### config.mk
export PLATFORM = sky130hd
export DESIGN_NAME = btb_update_queue
export DESIGN_NICKNAME = d
export VERILOG_FILES = /design/src/rtl/Falco_pkg.sv /design/src/rtl/btb_update_queue_fifo_2w1r.sv /design/src/rtl/btb_update_queue.sv
export SDC_FILE = /design/constraint.sdc
export NUM_CORES = 1
export LEC_CHECK = 0
export BUFFER_PORTS_ARGS = -buffer_cell sky130_fd_sc_hd__clkbuf_2
export CELL_PAD_IN_SITES_DETAIL_PLACEMENT = 0
export CELL_PAD_IN_SITES_GLOBAL_PLACEMENT = 1
export CORE_UTILIZATION = 35
export CTS_BUF_LIST = sky130_fd_sc_hd__clkbuf_8
export DETAILED_ROUTE_END_ITERATION = 10
export PLACE_DENSITY_LB_ADDON = 0.1
export SLEW_MARGIN = 40
export SYNTH_ARGS = -nofsm -noshare
export SYNTH_HDL_FRONTEND = slang
export SYNTH_SLANG_ARGS = --single-unit
### constraint.sdc
create_clock -name clk -period 9.4 [get_ports clk]
set_input_delay 0.47 -clock clk [delete_from_list [all_inputs] [get_ports clk]]
set_output_delay 0.47 -clock clk [all_outputs]
set_load 0.01 [all_outputs]
### src/rtl/Falco_pkg.sv
// Falco_pkg: core-wide types shared by the fetch and execute stages.
//   XLEN_WIDTH     : machine word / PC width.
//   pc_t           : program counter type.
//   BTB_UPDQ_DEPTH : default FIFO depth of the BTB update queue.
//   btb_update_t   : one BTB write (branch PC and its resolved target).
package Falco_pkg;

  localparam int XLEN_WIDTH = 32;

  typedef logic [XLEN_WIDTH-1:0] pc_t;

  localparam int BTB_UPDQ_DEPTH = 8;

  typedef struct packed {
    pc_t addr;
    pc_t target;
  } btb_update_t;

endpackage

### src/rtl/btb_update_queue_fifo_2w1r.sv
// fifo_2w1r: storage array for BTB updates with two ordered write ports
// and one asynchronous read port. Pointer and occupancy bookkeeping live in
// the instantiating module; this block only holds the data.
//   clk      : core clock.
//   wr_en0   : write wr_data0 at wr_ptr.
//   wr_en1   : write wr_data1 at wr_ptr+1 (only meaningful with wr_en0).
//   wr_ptr   : write index of the older entry.
//   wr_data0 : older entry.
//   wr_data1 : younger entry.
//   rd_ptr   : read index.
//   rd_data  : entry at rd_ptr (combinational).
module fifo_2w1r
  import Falco_pkg::*;
#(
  parameter int DEPTH = BTB_UPDQ_DEPTH,
  parameter int PTR_W = $clog2(DEPTH)
) (
  input  logic              clk,
  input  logic              wr_en0,
  input  logic              wr_en1,
  input  logic [PTR_W-1:0]  wr_ptr,
  input  btb_update_t       wr_data0,
  input  btb_update_t       wr_data1,
  input  logic [PTR_W-1:0]  rd_ptr,
  output btb_update_t       rd_data
);

  btb_update_t      mem [DEPTH];
  logic [PTR_W-1:0] wr_ptr_inc;

  // Wraps modulo DEPTH because DEPTH is a power of two.
  assign wr_ptr_inc = wr_ptr + PTR_W'(1);

  // NOTE: storage is deliberately not reset; only the pointers and count
  // define which entries are valid, so stale data is never observed.
  always_ff @(posedge clk) begin
    if (wr_en0) mem[wr_ptr]     <= wr_data0;
    if (wr_en1) mem[wr_ptr_inc] <= wr_data1;
  end

  assign rd_data = mem[rd_ptr];

endmodule

### src/rtl/btb_update_queue.sv
// btb_update_queue: collects resolved branches from both EXE slots, keeps
// the taken ones, buffers them and drives the BTB's single write port with
// at most one update per cycle.
//   clk                 : core clock.
//   rst                 : synchronous, active-low reset.
//   br{0,1}_valid       : slot resolved a branch this cycle.
//   br{0,1}_taken       : that branch was taken.
//   br{0,1}_addr        : branch PC.
//   br{0,1}_target_addr : resolved target.
//   branch_valid        : registered BTB write strobe.
//   branch_taken        : mirror of branch_valid for the BTB port.
//   branch_addr         : registered update PC.
//   branch_target_addr  : registered update target.
//   queue_full          : registered, FIFO holds DEPTH entries.
//   drop_count          : saturating count of discarded updates.
module btb_update_queue
  import Falco_pkg::*;
#(
  parameter int DEPTH          = BTB_UPDQ_DEPTH,
  parameter int DROP_CNT_WIDTH = 16
) (
  input  logic                      clk,
  input  logic                      rst,
  input  logic                      br0_valid,
  input  logic                      br0_taken,
  input  pc_t                       br0_addr,
  input  pc_t                       br0_target_addr,
  input  logic                      br1_valid,
  input  logic                      br1_taken,
  input  pc_t                       br1_addr,
  input  pc_t                       br1_target_addr,
  output logic                      branch_valid,
  output logic                      branch_taken,
  output pc_t                       branch_addr,
  output pc_t                       branch_target_addr,
  output logic                      queue_full,
  output logic [DROP_CNT_WIDTH-1:0] drop_count
);

  localparam int PTR_W = $clog2(DEPTH);

  logic [PTR_W-1:0]        wr_ptr;
  logic [PTR_W-1:0]        rd_ptr;
  logic [PTR_W:0]          count;
  logic [PTR_W:0]          count_next;
  logic [PTR_W+1:0]        space;
  logic [DROP_CNT_WIDTH:0] drop_sum;

  btb_update_t upd0, upd1, first, q_first, head, out_data;

  logic       cand0, cand1, keep0;
  logic       fifo_empty, pop, bypass, out_load;
  logic       wr_en0, wr_en1;
  logic [1:0] n_cand, n_fifo, n_push, n_drop;

  assign upd0 = '{addr: br0_addr, target: br0_target_addr};
  assign upd1 = '{addr: br1_addr, target: br1_target_addr};

  // NOTE: every signal gets a default at the top of the block so no path
  // leaves one unassigned, which would otherwise infer a latch.
  always_comb begin
    cand0      = br0_valid & br0_taken;
    cand1      = br1_valid & br1_taken;
    // Same PC in both slots: the younger slot-1 outcome supersedes slot 0.
    keep0      = cand0 & ~(cand1 && (br0_addr == br1_addr));
    n_cand     = {1'b0, keep0} + {1'b0, cand1};
    first      = keep0 ? upd0 : upd1;

    fifo_empty = (count == '0);
    pop        = !fifo_empty;
    bypass     = fifo_empty && (n_cand != 2'd0);

    // Candidates that must go through the FIFO, oldest first. On bypass the
    // oldest goes straight to the output register, so only slot 1 remains.
    n_fifo     = n_cand;
    q_first    = first;
    if (bypass) begin
      n_fifo  = n_cand - 2'd1;
      q_first = upd1;
    end

    // Popping frees a slot in the same cycle it is refilled.
    space      = (PTR_W+2)'(DEPTH) - (PTR_W+2)'(count) + (PTR_W+2)'(pop);
    wr_en0     = (n_fifo != 2'd0) && (space >= (PTR_W+2)'(1));
    wr_en1     = (n_fifo == 2'd2) && (space >= (PTR_W+2)'(2));
    n_push     = {1'b0, wr_en0} + {1'b0, wr_en1};
    n_drop     = n_fifo - n_push;

    out_load   = pop | bypass;
    out_data   = pop ? head : first;

    count_next = count + (PTR_W+1)'(n_push) - (PTR_W+1)'(pop);
    drop_sum   = {1'b0, drop_count} + (DROP_CNT_WIDTH+1)'(n_drop);
  end

  fifo_2w1r #(
    .DEPTH (DEPTH),
    .PTR_W (PTR_W)
  ) u_fifo (
    .clk      (clk),
    .wr_en0   (wr_en0),
    .wr_en1   (wr_en1),
    .wr_ptr   (wr_ptr),
    .wr_data0 (q_first),
    .wr_data1 (upd1),
    .rd_ptr   (rd_ptr),
    .rd_data  (head)
  );

  // NOTE: state is written with non-blocking assignments so every register
  // samples pre-edge values regardless of statement order.
  always_ff @(posedge clk) begin
    if (!rst) begin
      wr_ptr     <= '0;
      rd_ptr     <= '0;
      count      <= '0;
      queue_full <= 1'b0;
      drop_count <= '0;
    end else begin
      wr_ptr     <= wr_ptr + PTR_W'(n_push);
      rd_ptr     <= rd_ptr + PTR_W'(pop);
      count      <= count_next;
      queue_full <= (count_next == (PTR_W+1)'(DEPTH));
      drop_count <= drop_sum[DROP_CNT_WIDTH] ? '1 : drop_sum[DROP_CNT_WIDTH-1:0];
    end
  end

  // Output register: never stalled, since the BTB accepts every cycle.
  always_ff @(posedge clk) begin
    if (!rst) begin
      branch_valid       <= 1'b0;
      branch_addr        <= '0;
      branch_target_addr <= '0;
    end else begin
      branch_valid <= out_load;
      if (out_load) begin
        branch_addr        <= out_data.addr;
        branch_target_addr <= out_data.target;
      end
    end
  end

  assign branch_taken = branch_valid;

endmodule
==> results of run 1 <==
==> worst max path at each step <==
stage | startpoint | end | slack [ns] | cells past startpoint
global placement | br0_addr[2] | drop_count[13] | 2.47 | 21
detailed placement | br0_addr[2] | drop_count[6] | 2.89 | 21
CTS | br0_addr[2] | drop_count[6] | 3.63 | 21
finish | br1_addr[29] | drop_count[6] | 3.58 | 21
global route | br0_addr[2] | drop_count[9] | 3.10 | 21
floorplan | br0_addr[28] | u_fifo.mem[1][0] | 1.52 | 13
==> final cells by class <==
class                      instances  share of cell area
antenna                            5           0.0003529
clock buffer                     137             0.05318
clock inverter                    75            0.008470
inverter                          21            0.002329
multi-input combinational       1161              0.3580
sequential                       604              0.4858
tap                             1155             0.04076
timing repair buffer             276             0.05110
==> state kept, by name, indices dropped and copies added, names as in the netlist <==
signal,cells
drop_count,16
wr_ptr,3
count,4
branch_addr,32
u_fifo.mem,512
branch_taken,1
branch_target_addr,32
queue_full,1
rd_ptr,3
==> cell usage in the layout (no fill, tap or decap), drive strengths merged, types with 14 or more instances in the layout <==
cell type  synthesis  routed
mux4             128     128
mux2             512     512
nor2              80      80
dfxtp             92      92
clkinv             0      20
mux2i             65      65
edfxtp           512     512
clkbuf            85     353
o21ai             65      65
nand2             14      14
xor2              15      15
inv               21      74
a21oi             16      16
a221oi            64      64
buf              139      60
xnor2             38      38
a22oi             64      64
ha                18      18
==> cells by family after synthesis <==
logic type	after synthesis	share of synthesized area
simple gates	147	0.02341
compound gates	235	0.05657
mux	705	0.2990
fa+ha+maj	21	0.009173
buf+inv	245	0.04333
flops	604	0.5536
xor+xnor	53	0.01493
==> per-stage QoR <==
| stage | hold WS (ns) | power (mW) |
|---|---|---|
| floorplan | 0.4973 | 6.054 |
| global placement | 0.5608 | 7.112 |
| detailed placement | 0.5701 | 7.221 |
| CTS | 0.05076 | 9.719 |
| global route | 0.1027 | 10.10 |
| finish | 0.1096 | 9.590 |
==> power groups by stage <==
stage,Sequential [mW],Combinational (mW),Clock (mW)
global route,3.65,3.79,2.66
floorplan,3.67,2.39,0
finish,3.61,3.51,2.46
CTS,3.62,3.56,2.54
global placement,3.74,3.37,0
detailed placement,3.67,3.55,0
==> cells in the mapped netlist (all sizes together) (38+ instances only) <==
cell type	number	share of area
a221oi	64	0.018
a22oi	64	0.015
buf	139	0.031
clkbuf	85	0.010
dfxtp	92	0.059
edfxtp	512	0.49
mux2	512	0.19
mux2i	65	0.021
mux4	128	0.093
nor2	80	0.0097
o21ai	65	0.010
xnor2	38	0.011
==> metal layers <==
layer | track usage | share of wire
met2 | 0.3567 | 0.47
met1 | 0.3085 | 0.45
met5 | 0 | 0.00026
met3 | 0.03635 | 0.052
met4 | 0.05794 | 0.018
==> impl_metrics.py, run 1 <==
metrics = {
    "outcome": {
        "status": "finished clean",
    },
    "sta": {
        "rsz0062_at_grt": "no",
        "period_share": 0.6190,
        "hold_viol_final": 0,
        "fmax_mhz": 171.9,
        "worstMarginPinSlew_ns": 0.8666,
        "maxSlewHeadroom": 0.4223,
        "tns_ns": 0,
        "fin_crit_ns": 5.819,
        "worst_slack_ns": 3.581,
        "fin_skew_ns": 0.03514,
        "setup_viol": 0,
        "slew_viol_final": 0,
    },
    "final_layout": {
        "multi_input_area_um2": 12690,
        "fin_cells": 3434,
        "fin_nets": 2331,
        "area_growth_pct": 14.00,
        "final-seq-area_um2": 17220,
        "final_area_um2": 35450,
        "nFillCells": 8150,
        "layout-drive-gt1-share": 0.4626,
        "utilization": 0.4055,
    },
    "detailed_routing": {
        "ant_nets": 0,
        "first_pass_iters": 5,
        "viasPerCell": 5.543,
        "drc": 0,
        "post_drt_wl_per_cell_um": 29.09,
        "routed_wirelength_mm": 99.89,
        "vias": 19040,
        "drt_iter0_drc": 1473,
    },
    "cts": {
        "cts_resized": 0,
        "tritoncts": "done",
        "clock_tree.root_cell": "clkbuf_8",
        "cts-htree-levels": 3,
        "numCtsBuffers": 112,
        "insertion_delay_ns": 0.73,
        "ctsHoldBuffers": 0,
        "path_clk_slew_ns": 0.06,
        "cts_setup_buffers": 0,
        "clock-sinks": 604,
        "cts_buffer_depth": 3,
    },
    "placement": {
        "dpl.hpwl_mm": 54.48,
        "dpl_worst_slack_ns": 2.887,
        "port_buffers": 216,
        "routabilityCongestion": 0.7455,
        "placed_cells": 3217,
        "placed_cell_area_um2": 33240,
    },
    "setup_path": {
        "critical_path_required_ns": 10.03,
        "arrival_ns": 6.44,
        "crit_fanout": 11,
        "crit_buf_inv": 1,
        "rrSetupSlack_ns": 4.01,
        "critical_path_class": "in -> reg",
        "worst-r2r-cell-count": 22,
        "rr_startpoint": "count[2]",
        "worstReg2RegEnd": "drop_count[6]",
        "slowest_delay_ns": 0.59,
        "worstSetupStartpointType": "primary input",
        "cp-end-kind": "flip-flop",
        "crit_path_cell_trace": "clkbuf_2, xnor2_1, nand4_1, nor4_2, nand4b_1, nor2b_1, ha_1, nor2_1, nand2_4, nor2_1, ha_1, ha_1, xnor2_1, xnor2_1, fa_1, and3_1, nand3_1, nor2_1, and3_1, nand3_1, a21oi_1",
        "cp_top_family": "simple AND/OR/NAND/NOR gates",
        "slowest_stage": "nor4_2",
    },
    "grt": {
        "grt_max_degree": 58,
        "antenna_found_initial": 9,
        "grt_pass1_wl_mm": 143.6,
        "gr-total-overflow": 0,
        "grt_usage": 0.2212,
        "grt_pass1_vias": 20160,
    },
    "worst_hold_path": {
        "min_from": "rst",
        "worstHoldPathType": "in -> reg",
        "holdPathStages": 2,
        "min_to": "rd_ptr[1]",
    },
    "synth": {
        "synth_edf_count": 512,
        "synth.cell_area_um2": 31100,
        "ys_types": 53,
        "synth_async_sr_flop_share": 0,
        "syn_nets": 2165,
        "yosysSeqAreaShare": 0.5536,
        "yosysWarnings": 0,
        "ys_ff_latch": 604,
        "syn_inst": 2010,
        "syn_avg_cell_area_um2": 15.47,
        "synth_ff_type": "edfxtp_1",
    },
    "floorplanning": {
        "core_um2": 87430,
        "pin_count": 217,
        "die_area_um2": 90050,
        "fp-row-count": 108,
        "die_w_um": 300.1,
        "start_util": 0.3557,
        "dieHeight_um": 300.1,
    },
    "power": {
        "combPwrFrac": 0.366,
        "p_int_mw": 6.303,
        "leakage_nw": 12.24,
        "switchingPower_mw": 3.287,
        "switching_share": 0.3428,
        "vdd_drop_max_uv": 141.0,
        "seqPwrFrac": 0.377,
        "power_frac_clock": 0.257,
        "power_density_nw_per_um2": 270.5,
    },
    "run": {
        "maxCapViolations": 0,
    },
}
No activity file was read; power rests on OpenSTA's default activity.
==> run 2, diff against run 1 <==
Clock period 9.4 ns to 4.9 ns, I/O delays scaled along.
==> impl_metrics.py, run 2 (synthesis gave the netlist of run 1 again) <==
metrics = {
    "cts": {
        "tritoncts": "done",
        "insertion_delay_ns": 0.75,
        "path_clk_slew_ns": 0.06,
        "numCtsBuffers": 112,
        "clock-sinks": 604,
        "clock_tree.root_cell": "clkbuf_8",
        "cts_buffer_depth": 3,
        "cts-htree-levels": 3,
    },
    "detailed_routing": {
        "ant_nets": 0,
        "routed_wirelength_mm": 102.5,
        "vias": 19980,
        "drc": 0,
        "viasPerCell": 5.452,
        "first_pass_iters": 5,
        "post_drt_wl_per_cell_um": 27.98,
        "drt_iter0_drc": 1263,
    },
    "sta": {
        "tns_ns": 0,
        "setup_viol": 0,
        "hold_viol_final": 0,
        "worstMarginPinSlew_ns": 0.7945,
        "slew_viol_final": 0,
        "fin_skew_ns": 0.03346,
        "period_share": 0.9510,
        "fin_crit_ns": 4.660,
        "hold_slack_ns": 0.1181,
        "maxSlewHeadroom": 0.4703,
        "fmax_mhz": 214.6,
    },
    "power": {
        "p_int_mw": 12.74,
        "switchingPower_mw": 6.549,
        "vdd_drop_max_uv": 347.7,
        "combPwrFrac": 0.404,
        "leakage_nw": 13.25,
        "power_density_nw_per_um2": 509.1,
        "seqPwrFrac": 0.361,
        "switching_share": 0.3396,
        "power_frac_clock": 0.235,
    },
    "setup_path": {
        "cpMostUsedCell": "ha_1",
        "critical_path_class": "in -> reg",
        "crit_path_cell_trace": "dlygate4sd3_1, clkbuf_2, xnor2_2, nand4_1, nor4_2, buf_4, nand4b_1, nor2b_1, ha_1, inv_1, o221a_2, ha_1, ha_1, xnor2_1, xnor2_1, fa_2, and3_1, nand3_1, nor2_2, and3_1, nand3_1, buf_4, a21oi_1",
        "crit_fanout": 11,
        "cp-end-kind": "flip-flop",
        "arrival_ns": 5.30,
        "worstSetupStartpointType": "primary input",
        "rrSetupSlack_ns": 0.65,
        "critical_path_required_ns": 5.54,
        "slowest_delay_ns": 0.55,
        "rr_startpoint": "count[2]",
        "worstReg2RegEnd": "drop_count[9]",
        "slowest_stage": "dlygate4sd3_1",
        "worst-r2r-cell-count": 21,
    },
    "grt": {
        "grt_max_degree": 66,
        "gr-total-overflow": 0,
        "grt_pass1_wl_mm": 148.9,
        "grt_usage": 0.2276,
        "grt_pass1_vias": 21500,
        "antenna_found_initial": 6,
    },
    "floorplanning": {
        "start_util": 0.3557,
        "pin_count": 217,
        "die_w_um": 300.1,
        "core_um2": 87430,
        "dieHeight_um": 300.1,
        "die_area_um2": 90050,
        "fp-row-count": 108,
    },
    "final_layout": {
        "layout-drive-gt1-share": 0.4370,
        "reg_top3": "u_fifo.mem (512), branch_addr (32), branch_target_addr (32)",
        "nFillCells": 7916,
        "largest_register_ffs": 512,
        "final_area_um2": 37880,
        "final_common_cell": "edfxtp_1",
        "largest-register": "u_fifo.mem",
        "area_growth_pct": 21.79,
        "mostFrequentLayoutCells": "512 x edfxtp_1, 463 x mux2_2, 216 x clkbuf_2, 191 x dlygate4sd3_1, 128 x mux4_2",
        "fin_nets": 2565,
    },
    "run": {
        "maxCapViolations": 0,
    },
    "placement": {
        "routabilityCongestion": 0.7553,
        "placed_cell_area_um2": 33820,
        "dpl.hpwl_mm": 56.11,
        "port_buffers": 216,
    },
    "worst_hold_path": {
        "min_from": "br1_addr[16]",
        "min_to": "u_fifo.mem[4][48]",
        "worstHoldPathType": "in -> reg",
        "holdPathStages": 3,
    },
    "outcome": {
        "status": "finished clean",
    },
}
run 2: area by class of cell:
cell class | instances | area (um^2) | share of cell area
clock buffers | 122 | 1679 | 0.04433
multi-input cells | 1161 | 12750 | 0.3365
inverters | 21 | 86.33 | 0.002279
clock inverters | 90 | 380.4 | 0.01004
diodes | 2 | 5.005 | 0.0001321
flip-flops and latches | 604 | 17220 | 0.4547
repair buffers | 510 | 4309 | 0.1138
well taps | 1155 | 1445 | 0.03815
run 2: worst max-delay path: cells and delay by family:
family	cells	cell delay, ns
AND/OR/NAND/NOR	9	1.58
adder cells (fa/ha/maj)	4	1.20
buffers and inverters	5	1.15
XOR/XNOR	3	0.67
AO/OA/AOI/OAI	2	0.45
run 2: how the worst max path moves through the flow:
stage                            start               end  slack (ns)  depth (start not counted)
after detailed placement   br0_addr[5]     drop_count[9]       -0.22                         23
after global placement     br0_addr[5]    drop_count[14]       -0.26                         22
after floorplan           br0_addr[28]  u_fifo.mem[2][0]       -1.05                         11
final                      br0_addr[9]     drop_count[9]        0.24                         23
after CTS                  br1_addr[5]     drop_count[9]        0.01                         24
after global routing       br1_addr[5]     drop_count[6]       -0.01                         23
run 2: routing by layer:
| metal | vias to the layer above | share of wire | GRT usage |
|---|---|---|---|
| met5 | - | 0.00033 | 0 |
| met4 | 6 | 0.022 | 0.06766 |
| met3 | 169 | 0.057 | 0.04162 |
| met2 | 620 | 0.48 | 0.3720 |
| met1 | 10400 | 0.44 | 0.3073 |
| li1 | 8782 | - | - |
run 2: power by group through the flow:
| stage | clock (mW) | sequential [mW] | combinational [mW] |
|---|---|---|---|
| after floorplan | 0 | 7.00 | 4.59 |
| after global placement | 0 | 7.14 | 6.73 |
| after detailed placement | 0 | 7.08 | 6.94 |
| after CTS | 4.66 | 6.98 | 7.80 |
| after global routing | 4.89 | 7.05 | 8.36 |
| final | 4.53 | 6.97 | 7.78 |
run 2: through the flow:
step | std cells | setup WS (ns) | power, mW | utilization
final | 3665 | 0.2400 | 19.28 | 0.4332
after global routing | 3664 | -0.01220 | 20.30 | 0.4332
after CTS | 3661 | 0.01098 | 19.44 | 0.4323
after detailed placement | 3258 | -0.2162 | 14.03 | 0.3868
after global placement | 3253 | -0.2637 | 13.87 | 0.3854
after floorplan | 2010 | -1.052 | 11.59 | -
run 2: what timing repair did:
action                     4_1_cts  5_1_grt
setup endpoints to repair        0       17
setup buffers                    0        2
hold endpoints to repair       582        0
hold buffers                   191        0
gates resized for setup          0       10
==> run 3, diff against run 2 <==
Settings changed: REMOVE_ABC_BUFFERS from default to 1.
==> impl_metrics.py, run 3 (synthesis gave the netlist of run 1 again) <==
metrics = {
    "setup_path": {
        "arrival_ns": 5.21,
        "critical_path_required_ns": 5.53,
        "cpMostUsedCell": "ha_1",
        "cp_top_family": "simple AND/OR/NAND/NOR gates",
        "crit_path_cell_trace": "dlygate4sd3_1, clkbuf_2, xnor2_1, buf_4, nand4_1, buf_4, nor4_4, nand4b_1, nor2b_1, ha_1, inv_1, o221a_2, ha_1, ha_1, xnor2_2, xnor2_2, fa_2, and3_4, nand3_1, nor2_1, and3_1, nand3_1, buf_12, a21oi_1",
        "slowest_delay_ns": 0.54,
        "slowest_stage": "dlygate4sd3_1",
        "crit_buf_inv": 6,
        "cp-end-kind": "flip-flop",
        "crit_fanout": 11,
        "critical_path_class": "in -> reg",
        "worstSetupStartpointType": "primary input",
    },
    "sta": {
        "slew_viol_final": 0,
        "fin_crit_ns": 4.578,
        "fin_skew_ns": 0.03423,
        "maxSlewHeadroom": 0.4201,
        "rsz0062_at_grt": "no",
        "fmax_mhz": 218.5,
        "worstMarginPinSlew_ns": 0.8698,
        "period_share": 0.9342,
        "tns_ns": 0,
        "hold_viol_final": 0,
        "setup_viol": 0,
    },
    "final_layout": {
        "largest_register_ffs": 512,
        "largest-register": "u_fifo.mem",
        "utilization": 0.4354,
        "nFillCells": 7942,
        "final_common_cell": "edfxtp_1",
        "reg_top3": "u_fifo.mem (512), branch_addr (32), branch_target_addr (32)",
        "layout-drive-gt1-share": 0.4414,
        "area_growth_pct": 22.40,
        "mostFrequentLayoutCells": "512 x edfxtp_1, 463 x mux2_2, 214 x clkbuf_2, 189 x dlygate4sd3_1, 128 x mux4_2",
        "fin_nets": 2570,
    },
    "detailed_routing": {
        "drc": 0,
        "first_pass_iters": 5,
        "viasPerCell": 5.448,
        "post_drt_wl_per_cell_um": 27.58,
        "ant_nets": 0,
        "routed_wirelength_mm": 101.0,
        "drt_iter0_drc": 1362,
        "vias": 19960,
    },
    "floorplanning": {
        "dieHeight_um": 300.1,
        "die_w_um": 300.1,
        "fp-row-count": 108,
        "die_area_um2": 90050,
        "core_um2": 87430,
        "start_util": 0.3557,
        "pin_count": 217,
    },
    "cts": {
        "cts-htree-levels": 3,
        "numCtsBuffers": 110,
        "clock-sinks": 604,
        "tritoncts": "done",
        "clock_tree.root_cell": "clkbuf_8",
        "insertion_delay_ns": 0.74,
        "path_clk_slew_ns": 0.06,
        "cts_buffer_depth": 3,
    },
    "grt": {
        "grt_pass1_wl_mm": 146.9,
        "antenna_found_initial": 1,
        "grt_pass1_vias": 21380,
        "gr-total-overflow": 0,
        "use_met3": 0.02861,
        "grt_usage": 0.2242,
        "top_usage_layer": "met2",
        "grt_max_degree": 65,
        "met1_usage": 0.3080,
        "use_met2": 0.3723,
    },
    "placement": {
        "routabilityCongestion": 0.7493,
        "dpl.hpwl_mm": 56.98,
        "port_buffers": 216,
    },
    "outcome": {
        "status": "finished clean",
    },
    "power": {
        "power_density_nw_per_um2": 512.0,
        "leakage_nw": 13.33,
        "power.total_mw": 19.49,
        "vdd_drop_max_uv": 352.2,
    },
    "run": {
        "maxCapViolations": 0,
    },
    "worst_hold_path": {
        "worstHoldPathType": "in -> reg",
    },
}
[run 3: changes by cell type in the layout (fill, tap and decap cells not counted), moves of 5 or more]
cell,before,now
buf_4,59,64
bufinv_16,0,5
buf_12,39,46
inv_1,65,54
[run 3: worst min-delay path, delay by kind of cell]
family	cells	cell delay, ns
and+or+nand+nor	1	0.09
AOI/OAI and AO/OA	1	0.13
buffers and inverters	1	0.29
[run 3: worst paths after layout]
check | startpoint | to | depth (start not counted) | slack (ns)
max | br0_addr[17] | drop_count[8] | 24 | 0.32
min reg2reg | drop_count[15] | drop_count[12] | 2 | 0.58
min | br1_addr[26] | branch_addr[26] | 3 | 0.09
max reg2reg | count[2] | drop_count[8] | 22 | 0.62
[run 3: area by class of cell]
cell class                 instances  area, um^2  share of cell area
sequential                       604       17220              0.4525
multi-input combinational       1161       12730              0.3345
timing repair buffer             517        4412              0.1159
clock buffer                     121        1665             0.04375
tap                             1155        1445             0.03796
clock inverter                    84       499.2             0.01311
inverter                          21       86.33            0.002268
antenna                            1       2.502          0.00006574
[run 3: through the flow]
stage / cell area, um^2 / hold WS [ns] / worst slack (ns) / std cells
after floorplan: 29830 / 0.3626 / -4.988 / 1786
after global placement: 33910 / 0.5712 / -0.07342 / 3267
after detailed placement: 33920 / 0.5689 / -0.1099 / 3267
after CTS: 38000 / 0.004894 / 0.08394 / 3663
after global routing: 38070 / 0.06369 / 0.03540 / 3664
final: 38070 / 0.09236 / 0.3225 / 3664
[run 3: what timing repair did]
item | in CTS | in global routing
hold buffers | 191 | 0
setup endpoints to repair | 0 | 15
setup buffers | 0 | 2
hold endpoints to repair | 565 | 0
gates resized for setup | 0 | 11
[run 3: where the power goes]
part	internal, mW	switching (mW)
Sequential	6.57	0.438
Combinational	3.90	3.83
Clock	2.53	2.23
[run 3: metal layers]
layer  vias up  part of all wire
li1       8792                 -
met1     10500              0.45
met2       529              0.48
met3       137             0.044
met4         0             0.020
met5         -                 0
